**config.mk**
```make
export PLATFORM = sky130hd
export DESIGN_NAME = arb_req_stage_flat
export DESIGN_NICKNAME = d
export VERILOG_FILES = /design/src/rtl/arb_pkg.sv /design/src/rtl/arb_req_stage_if.sv /design/src/rtl/arb_onehot_enc.sv /design/src/rtl/arb_req_stage.sv /design/src/flat_wrapper.sv
export SDC_FILE = /design/constraint.sdc
export NUM_CORES = 1
export LEC_CHECK = 0
export BUFFER_PORTS_ARGS = -buffer_cell sky130_fd_sc_hd__clkbuf_2
export CAP_MARGIN = 20
export CORE_ASPECT_RATIO = 0.8
export CORE_UTILIZATION = 55
export CTS_CLUSTER_SIZE = 40
export DETAILED_ROUTE_END_ITERATION = 7
export PLACE_DENSITY = 0.95
export SYNTH_ARGS = -nofsm -noshare
export SYNTH_HDL_FRONTEND = slang
export SYNTH_SLANG_ARGS = --single-unit
```
**constraint.sdc**
```tcl
create_clock -name clk -period 11.3 [get_ports clk]
set_input_delay 2.26 -clock clk [delete_from_list [all_inputs] [get_ports clk]]
set_output_delay 2.26 -clock clk [all_outputs]
set_load 0.05 [all_outputs]
```
**src/rtl/arb_pkg.sv**
```systemverilog
// Shared arbiter definitions: requester count, index width and the
// one-hot-to-index encoding used by both the arbiter and its request stage.
package arb_pkg;

   localparam int NREQ = 16;
   localparam int IDW  = 4;

   // OR-encoding: exact for one-hot inputs, cheap for anything else.
   function automatic logic [IDW-1:0] onehot_to_idx(input logic [NREQ-1:0] oh);
      logic [IDW-1:0] idx;
      // NOTE: default before the loop so no path leaves idx unassigned (no latch).
      idx = '0;
      for (int i = 0; i < NREQ; i++) begin
         if (oh[i]) idx = idx | IDW'(i);
      end
      return idx;
   endfunction

   function automatic logic is_onehot(input logic [NREQ-1:0] v);
      return (v != '0) && ((v & (v - NREQ'(1))) == '0);
   endfunction

endpackage

```
**src/rtl/arb_req_stage_if.sv**
```systemverilog
// Request-stage bus: per-channel input handshake, arbiter req/gnt pair,
// granted-output handshake and status. master drives, slave is the stage.
interface arb_req_stage_if #(parameter int DW = 8);
   import arb_pkg::*;

   logic [NREQ-1:0]    in_valid;
   logic [NREQ*DW-1:0] in_data;
   logic [NREQ-1:0]    in_ready;
   logic [NREQ-1:0]    req;
   logic [NREQ-1:0]    gnt;
   logic               out_valid;
   logic [DW-1:0]      out_data;
   logic [IDW-1:0]     out_id;
   logic               out_ready;
   logic               gnt_err;
   logic [7:0]         drop_cnt;

   modport master (
      output in_valid, in_data, gnt, out_ready,
      input  in_ready, req, out_valid, out_data, out_id, gnt_err, drop_cnt
   );

   modport slave (
      input  in_valid, in_data, gnt, out_ready,
      output in_ready, req, out_valid, out_data, out_id, gnt_err, drop_cnt
   );

endinterface

```
**src/rtl/arb_onehot_enc.sv**
```systemverilog
// Grant decoder: 16-bit one-hot grant to 4-bit channel index plus validity flag.
module arb_onehot_enc
   import arb_pkg::*;
(
   input  logic [NREQ-1:0] onehot,
   output logic [IDW-1:0]  idx,
   output logic            onehot_ok
);

   assign idx       = onehot_to_idx(onehot);
   assign onehot_ok = is_onehot(onehot);

endmodule

```
**src/rtl/arb_req_stage.sv**
```systemverilog
// Per-channel 1-entry holding registers feeding a round-robin arbiter, with a
// registered granted-output stage. ARB_REQ_STAGE_STATS_EN enables drop_cnt.
module arb_req_stage
   import arb_pkg::*;
#(
   parameter int DW = 8
) (
   input logic            clk,
   input logic            rst_n,
   arb_req_stage_if.slave bus
);

   logic [NREQ-1:0] hold_v;
   logic [DW-1:0]   hold_d [NREQ];
   logic [IDW-1:0]  gnt_idx;
   logic            gnt_ok;
   logic            out_v;
   logic [DW-1:0]   out_d;
   logic [IDW-1:0]  out_i;
   logic            err_q;

   logic            can_load;
   logic            take;
   logic [NREQ-1:0] pop;
   logic [NREQ-1:0] load;

   arb_onehot_enc u_enc (
      .onehot    (bus.gnt),
      .idx       (gnt_idx),
      .onehot_ok (gnt_ok)
   );

   assign can_load = ~out_v | bus.out_ready;
   assign take     = gnt_ok & hold_v[gnt_idx] & can_load;
   assign pop      = take ? bus.gnt : '0;
   // Pre-pop state gates capture, so a channel cannot pop and refill together.
   assign load     = bus.in_valid & ~hold_v;

   assign bus.in_ready  = ~hold_v;
   assign bus.req       = hold_v & ~pop;
   assign bus.out_valid = out_v;
   assign bus.out_data  = out_d;
   assign bus.out_id    = out_i;
   assign bus.gnt_err   = err_q;

   always_ff @(posedge clk or negedge rst_n) begin
      // NOTE: sequential state uses <= so every register samples pre-edge values.
      if (!rst_n) hold_v <= '0;
      else        hold_v <= (hold_v & ~pop) | load;
   end

   // NOTE: payload storage is not reset; hold_v alone qualifies its contents.
   always_ff @(posedge clk) begin
      for (int i = 0; i < NREQ; i++) begin
         if (load[i]) hold_d[i] <= bus.in_data[i*DW +: DW];
      end
   end

   always_ff @(posedge clk or negedge rst_n) begin
      if (!rst_n) begin
         out_v <= 1'b0;
         out_d <= '0;
         out_i <= '0;
      end else if (take) begin
         out_v <= 1'b1;
         out_d <= hold_d[gnt_idx];
         out_i <= gnt_idx;
      end else if (bus.out_ready) begin
         out_v <= 1'b0;
      end
   end

   always_ff @(posedge clk or negedge rst_n) begin
      if (!rst_n)                    err_q <= 1'b0;
      else if ((bus.gnt != '0) && !gnt_ok) err_q <= 1'b1;
   end

`ifdef ARB_REQ_STAGE_STATS_EN
   logic       drop;
   logic [7:0] drop_q;

   // Any nonzero grant not consumed: stale, stalled or multi-hot.
   assign drop = (bus.gnt != '0) & ~take;

   always_ff @(posedge clk or negedge rst_n) begin
      if (!rst_n)                        drop_q <= 8'h00;
      else if (drop && drop_q != 8'hFF)  drop_q <= drop_q + 8'd1;
   end

   assign bus.drop_cnt = drop_q;
`else
   assign bus.drop_cnt = 8'h00;
`endif

endmodule

```
**src/flat_wrapper.sv**
```systemverilog
// flat-port wrapper written by rule: the top's interface ports become plain ports
module arb_req_stage_flat import arb_pkg::*;
#(
   parameter int DW = 8
)
  (clk, rst_n, bus_in_valid, bus_in_data, bus_gnt, bus_out_ready, bus_in_ready, bus_req, bus_out_valid, bus_out_data, bus_out_id, bus_gnt_err, bus_drop_cnt);
  arb_req_stage_if #(.DW(DW)) bus_i ();
  input logic clk;
  input logic rst_n;
  input wire logic [$bits(bus_i.in_valid)-1:0] bus_in_valid;
  input wire logic [$bits(bus_i.in_data)-1:0] bus_in_data;
  input wire logic [$bits(bus_i.gnt)-1:0] bus_gnt;
  input wire logic [$bits(bus_i.out_ready)-1:0] bus_out_ready;
  output wire logic [$bits(bus_i.in_ready)-1:0] bus_in_ready;
  output wire logic [$bits(bus_i.req)-1:0] bus_req;
  output wire logic [$bits(bus_i.out_valid)-1:0] bus_out_valid;
  output wire logic [$bits(bus_i.out_data)-1:0] bus_out_data;
  output wire logic [$bits(bus_i.out_id)-1:0] bus_out_id;
  output wire logic [$bits(bus_i.gnt_err)-1:0] bus_gnt_err;
  output wire logic [$bits(bus_i.drop_cnt)-1:0] bus_drop_cnt;
  assign bus_i.in_valid = bus_in_valid;
  assign bus_i.in_data = bus_in_data;
  assign bus_i.gnt = bus_gnt;
  assign bus_i.out_ready = bus_out_ready;
  assign bus_in_ready = bus_i.in_ready;
  assign bus_req = bus_i.req;
  assign bus_out_valid = bus_i.out_valid;
  assign bus_out_data = bus_i.out_data;
  assign bus_out_id = bus_i.out_id;
  assign bus_gnt_err = bus_i.gnt_err;
  assign bus_drop_cnt = bus_i.drop_cnt;
  arb_req_stage #(.DW(DW)) u_core (.clk(clk), .rst_n(rst_n), .bus(bus_i));
endmodule
```
# After elaboration in Yosys (flattened, before gate mapping)
# Memory sizes are Yosys's and may differ from the RTL's. A register that Yosys moved wholly into a read port is not among the register bits.
# Index checks and enable logic that the tools add are counted.
# Widths: inputs -> output; s select.
# classes
n_mux	52
reduce_logical	7
n_addsub	1
n_lt_le_gt_ge	1
bitwise	10
# ops
cell	count
$and 16x16->16	3
$mux 1	36
$mux 4	8
$not 16->16	2
$logic_not 16->1	1
$mux 16	1
$or 16x16->16	1
$reduce_bool 16->1	1
$sub 16x1->16 const B	1
$mux 3	4
$lt 4x5->1 const B	1
$bmux 1 s4	1
$mux 2	2
$and 1x1->1	2
$logic_and 1x1->1	2
$logic_not 1->1	2
$reduce_bool 2->1	1
$not 1->1	1
$or 1x1->1	1
# totals
out_inout_bits	54
mem_count	1
word_cells	76
inputBits	163
ff_bits	22
ram_bits	128
# mem_list
name	words	width	rd	rd_ports_with_merged_regs	wr	line	rtl
u_core.hold_d	16	8	1	1	16	arb_req_stage.sv:14	logic [DW-1:0] hold_d [NREQ];

# Logic depth before layout (Yosys ltp)
# logic_depth
word_depth	23
ltp_mapped	12
depth_no_buf	7

# By module
# Synthesis repeated with hierarchy kept, for this count alone.
# hier_totals
cells_unflattened	406
area_unflattened_um2	6700.2
# modules_own_cells
module	instances	seq_area_each_um2	cells_each	area_per_inst_um2
arb_req_stage	1	4594.4	367	6437.4
arb_onehot_enc	1	0.0	39	262.8

# Worst setup path after synthesis
# No wires, ideal clock.
# synth_path
path_type	input -> output
start	input port bus_gnt[14]
end	output port bus_req[0]
stages	12
path_slack_ns	3.888
path_buffers	5
t_arrival_ns	5.152
t_required_ns	9.040
path_cell_list	clkbuf_1 or4_1 clkbuf_1 o21ai_0 o21ai_0 a2111oi_1 mux2i_1 o2111a_1 buf_6 buf_12 buf_6 a21oi_1
# synth_via
elab_chain_len	9
elab_cells_between_ends	14
cone_classes	add/sub (1); mux (5); bitwise (5); reduce/logical (3)
# synth_rtl
item	line	rtl
start, declared	flat_wrapper.sv:12	input wire logic [$bits(bus_i.gnt)-1:0] bus_gnt;
$sub 16x1->16 / $mux 4 (equally long branches)	arb_pkg.sv:20, arb_pkg.sv:14	
$and 16x16->16 / $mux 4 (equally long branches)	arb_pkg.sv:20, arb_pkg.sv:14	
$logic_not 16->1 / $bmux 1 s4 (equally long branches)	arb_pkg.sv:20, arb_req_stage.sv:34	
$logic_and 1x1->1 / $mux 1 (equally long branches)	arb_pkg.sv:20, arb_req_stage.sv:34	
$and 1x1->1 * (2 in a row)	arb_req_stage.sv:34	assign take = gnt_ok & hold_v[gnt_idx] & can_load;
$mux 16 *	arb_req_stage.sv:35	assign pop = take ? bus.gnt : '0;
$not 16->16 *	arb_req_stage.sv:40	assign bus.req = hold_v & ~pop;
$and 16x16->16 *	arb_req_stage.sv:40	
end, declared	flat_wrapper.sv:15	output wire logic [$bits(bus_i.req)-1:0] bus_req;
# Mark *: on every way between the ends. The rest lies on a longest branch, timed or not. The select of a mux whose other input is x is not followed.

# Final worst setup path
# layout_path
start	input port bus_gnt[14]
end	output port bus_req[10]
# The elaborated chain is that of the path after synthesis.

==> impl.org <==
** Status
- The run finished with clean final reports.

** Floorplan
- Horizontal die dimension :: 127 um
- Standard-cell row count :: 36
- Top-level I/O count :: 217
- Die height :: 102 um
- Die Area :: 12900 sq um
- Initial Utilization :: 0.564
- Core region area :: 12200 sq um

** Worst setup path
- Crit-path slowest cell :: sky130_fd_sc_hd__o2111a_2
- STA puts the critical path data required time at 9.04 ns.
- Combined buffer and inverter count along the critical path :: 2
- Crit path cell chain :: clkbuf_2 -> nor4_1 -> nand2_1 -> nor2_1 -> a2111oi_1 -> mux2i_1 -> o2111a_2 -> a21oi_1 -> clkbuf_2
- The worst setup path is launched from an input pin.
- Broken down by cell family, the worst path's largest delay share belongs to simple AND/OR/NAND/NOR gates.
- Worst path depth :: 9
- Along the worst path, the maximum fanout reaches 44.
- The worst register-to-register path has a setup slack of 8.81 ns.
- Critical path class :: in -> out
- In this run the critical register-to-register path is launched from u_core.hold_v[4].
- The most numerous cell type found on the critical path is sky130_fd_sc_hd__clkbuf_2.
- The worst register-to-register path ends at u_core.bus.out_data[1].
- In this design, the stage delay of the slowest critical-path cell is 0.89 ns.
- At the worst endpoint, the arrival time is 5.88 ns.
- Critical Path End Type :: output pin
- The worst register-to-register path has a depth of 6.

** STA
- The total count of max-transition violations in the final report came to 0.
- Hold is met by 0.492 ns.
- Fmax :: 123 MHz
- Worst Clk Skew :: 0.00443 ns
- The number of hold violations in the final report was 0.
- Unrepaired setup endpoints after global routing :: no
- Number of failing setup endpoints in the final timing report :: 0
- Of the available clock period, the critical path in the final layout requires 0.721.
- The worst path needs 8.14 ns of the cycle, external delays included.
- Measured against its own limit, the worst slew margin works out to 0.256.
- Transition at the pin with the smallest max-transition slack :: 1.12 ns
- In the final timing run, aggregate negative setup slack is 0 ns.

** Global route
- Global-route wire length before repair :: 26500 um
- Global routing usage summed across all routing layers :: 0.286
- Initial antenna violation count :: 0
- Pin count of the biggest net entering global routing :: 67
- The total overflow left after global routing is 0.
- Number of global-route vias before repair :: 4859

** Clocking
- Resized cells post-CTS :: 0
- The tree is rooted in a sky130_fd_sc_hd__clkbuf_16.
- Number of post-CTS setup repair buffers :: 0
- Count of H-tree levels built during CTS :: 4
- Counting along the longest clock path gives a buffer depth of 2.
- After clock tree synthesis, the clock-pin slew on the worst setup and hold paths is 0.06 ns.
- For this design, the sink count on the clock tree is 158.
- TritonCTS built the clock tree.
- Hold repair after CTS inserted 0 buffers.
- Clock tree synthesis inserted a total of 17 buffers.
- The clock reaches the later pin of the worst-skew pair after 0.42 ns.

** Logic synthesis
- Share of synthesized registers carrying an async set or reset :: 0.190
- The cell area that synthesis handed to floorplanning was 6860 sq um.
- For this run, the number of Yosys warnings is 0.
- Sequential fraction of the synthesis area :: 0.670
- Averaged over all synthesized cells, the footprint is 14.2 sq um.
- The most used flip-flop cell after synthesis is sky130_fd_sc_hd__edfxtp_1.
- Flops & latches, synth :: 158
- Yosys mapped a number of flops with a built-in enable equal to 128.
- The synthesized netlist contains 41 unique library cells.
- Synthesized instance count :: 482

** Routing
- Iter 0 DRT Violations :: 522
- Wire length reported by the detailed router :: 17900 um
- Number of vias per cell after detailed routing :: 5.78
- Wire per inst :: 21.0 um
- DRT Pass-1 Iters :: 5
- Post-route ant nets :: 0
- The final route contains 4918 vias.
- Number of remaining DRC errors :: 0

** Cells and area
- Flip-flop and latch area :: 4590 sq um
- The repair_antennas step left the layout with diodes totalling 0.
- After the last flow step, the layout net total stands at 849.
- Fillers :: 841
- Summing all multi-input logic gate instances after layout gives 2040 sq um.
- In the final layout, the share of cells above drive strength 1 is 0.385.
- From synthesis to final layout, the design area changed by 24.8%.

** Min path
- Worst min-delay path endpoint :: u_core.bus.gnt_err
- The worst hold path begins at u_core.bus.gnt_err.
- Class of the tightest hold or removal check :: reg -> reg
- Counting instances, the worst hold path has a depth of 1.

** Job
- Max-capacitance violation count :: 0

** Power
- For this design the static power due to leakage is 3.86 nW.
- Total power divided by cell area :: 148 nW/um^2
- The worst-case IR drop observed on VDD is 0.108 mV.

** Placement
- Routability-driven placement finished with a final weighted congestion of 0.976.
- Number of port buffers :: 208
- The wire-length estimate of the detail-placed layout is 13500 um.
## cells in the mapped netlist, types with 9 or more instances
library cell	count	area [sq um]
sky130_fd_sc_hd__dfrtp_1	30	751
sky130_fd_sc_hd__inv_1	17	63.8
sky130_fd_sc_hd__mux2_2	22	248
sky130_fd_sc_hd__clkbuf_1	16	60.1
sky130_fd_sc_hd__mux2i_1	65	651
sky130_fd_sc_hd__edfxtp_1	128	3840
sky130_fd_sc_hd__nor2_1	35	131
sky130_fd_sc_hd__a31oi_1	9	56.3
sky130_fd_sc_hd__o21ai_0	12	60.1
sky130_fd_sc_hd__nor2b_1	16	100
sky130_fd_sc_hd__a21oi_1	45	225
sky130_fd_sc_hd__nand3_1	9	45.0
## worst register-to-register path: stages, from the launching register on
cell and delay (ns):
sky130_fd_sc_hd__dfrtp_1 0.43, sky130_fd_sc_hd__nand3_1 0.13, sky130_fd_sc_hd__a21oi_1 0.19, sky130_fd_sc_hd__a2111oi_1 0.09, sky130_fd_sc_hd__mux2i_1 0.23, sky130_fd_sc_hd__o2111a_2 0.89, sky130_fd_sc_hd__mux2_2 0.42
## per-layer routing
metal  share of wire  global-route usage  vias to the layer above  routed length [um]
li1                -                   -                     2235                   -
met1            0.40               0.376                     2336                7250
met2            0.48               0.475                      314                8620
met3           0.096              0.0613                       33                1720
met4           0.018               0.105                        0                 325
met5               0                   0                        -                   0
## final cells by class
type,count,share of cell area
clock buffer,18,0.0501
clock inverter,14,0.0203
inverter,17,0.00746
multi-input combinational,281,0.238
sequential,158,0.537
tap,152,0.0222
timing repair buffer,211,0.125
## cell usage in the layout (no fill, tap or decap), types with 2 or more instances in the layout
| master | count |
|---|---|
| sky130_fd_sc_hd__a2111oi_0 | 2 |
| sky130_fd_sc_hd__mux2i_1 | 65 |
| sky130_fd_sc_hd__nor4_1 | 8 |
| sky130_fd_sc_hd__o221ai_1 | 8 |
| sky130_fd_sc_hd__o21ai_0 | 12 |
| sky130_fd_sc_hd__a31oi_1 | 9 |
| sky130_fd_sc_hd__a2111oi_1 | 2 |
| sky130_fd_sc_hd__conb_1 | 8 |
| sky130_fd_sc_hd__or4_1 | 5 |
| sky130_fd_sc_hd__a211oi_1 | 4 |
| sky130_fd_sc_hd__clkbuf_2 | 210 |
| sky130_fd_sc_hd__mux2_2 | 22 |
| sky130_fd_sc_hd__clkbuf_16 | 17 |
| sky130_fd_sc_hd__clkinv_2 | 3 |
| sky130_fd_sc_hd__a22oi_1 | 8 |
| sky130_fd_sc_hd__nand3_1 | 9 |
| sky130_fd_sc_hd__dfrtp_1 | 30 |
| sky130_fd_sc_hd__a21oi_1 | 45 |
| sky130_fd_sc_hd__clkinvlp_4 | 2 |
| sky130_fd_sc_hd__bufinv_16 | 4 |
| sky130_fd_sc_hd__nor2_1 | 35 |
| sky130_fd_sc_hd__clkinv_1 | 4 |
| sky130_fd_sc_hd__nor2b_1 | 16 |
| sky130_fd_sc_hd__mux2_4 | 5 |
| sky130_fd_sc_hd__inv_1 | 17 |
| sky130_fd_sc_hd__nand2_1 | 3 |
| sky130_fd_sc_hd__edfxtp_1 | 128 |
## registers in the layout (all words and copies together) (netlist names)
register and flops:
u_core.bus.gnt_err 1, u_core.bus.out_data 8, u_core.bus.out_id 4, u_core.bus.out_valid 1, u_core.hold_d 128, u_core.hold_v 16
## where the power goes
part | total (W) | internal, W | switching, W | leakage (nW)
clock network | 0.000585 | 0.000365 | 0.000220 | 0.290
logic | 0.0000518 | 0.0000234 | 0.0000285 | 2.09
registers | 0.000630 | 0.000630 | 0.000000155 | 1.48
## cell families (layout without fill, tap and decap cells)
| group | after synthesis | count (layout) | share of synthesized area |
|---|---|---|---|
| DFF | 158 | 158 | 0.670 |
| AOI/OAI and AO/OA | 97 | 97 | 0.0870 |
| muxes | 93 | 93 | 0.144 |
| and+or+nand+nor | 83 | 83 | 0.0604 |
| buffers and inverters | 50 | 260 | 0.0388 |
| other | 1 | 8 | 0.000547 |
## worst max path at each step
| stage | from | endpoint |
|---|---|---|
| 2_1_floorplan | bus_gnt[14] | bus_req[0] |
| 3_3_place_gp | bus_gnt[10] | bus_req[10] |
| 3_5_place_dp | bus_gnt[11] | bus_req[10] |
| 4_1_cts | bus_gnt[11] | bus_req[10] |
| 5_1_grt | bus_gnt[14] | bus_req[10] |
| 6_report | bus_gnt[14] | bus_req[10] |
## stage by stage
step	total power, W	area [sq um]	setup slack, ns	util	instances
floorplan	0.000658	6890	3.89	-	489
finish	0.00127	8560	3.16	0.704	851
global placement	0.000691	7930	2.86	0.652	816
global route	0.00130	8560	2.78	0.704	851
detailed placement	0.000693	7930	2.66	0.652	816
CTS	0.00127	8530	2.65	0.701	848
No activity file was read; power rests on OpenSTA's default activity.
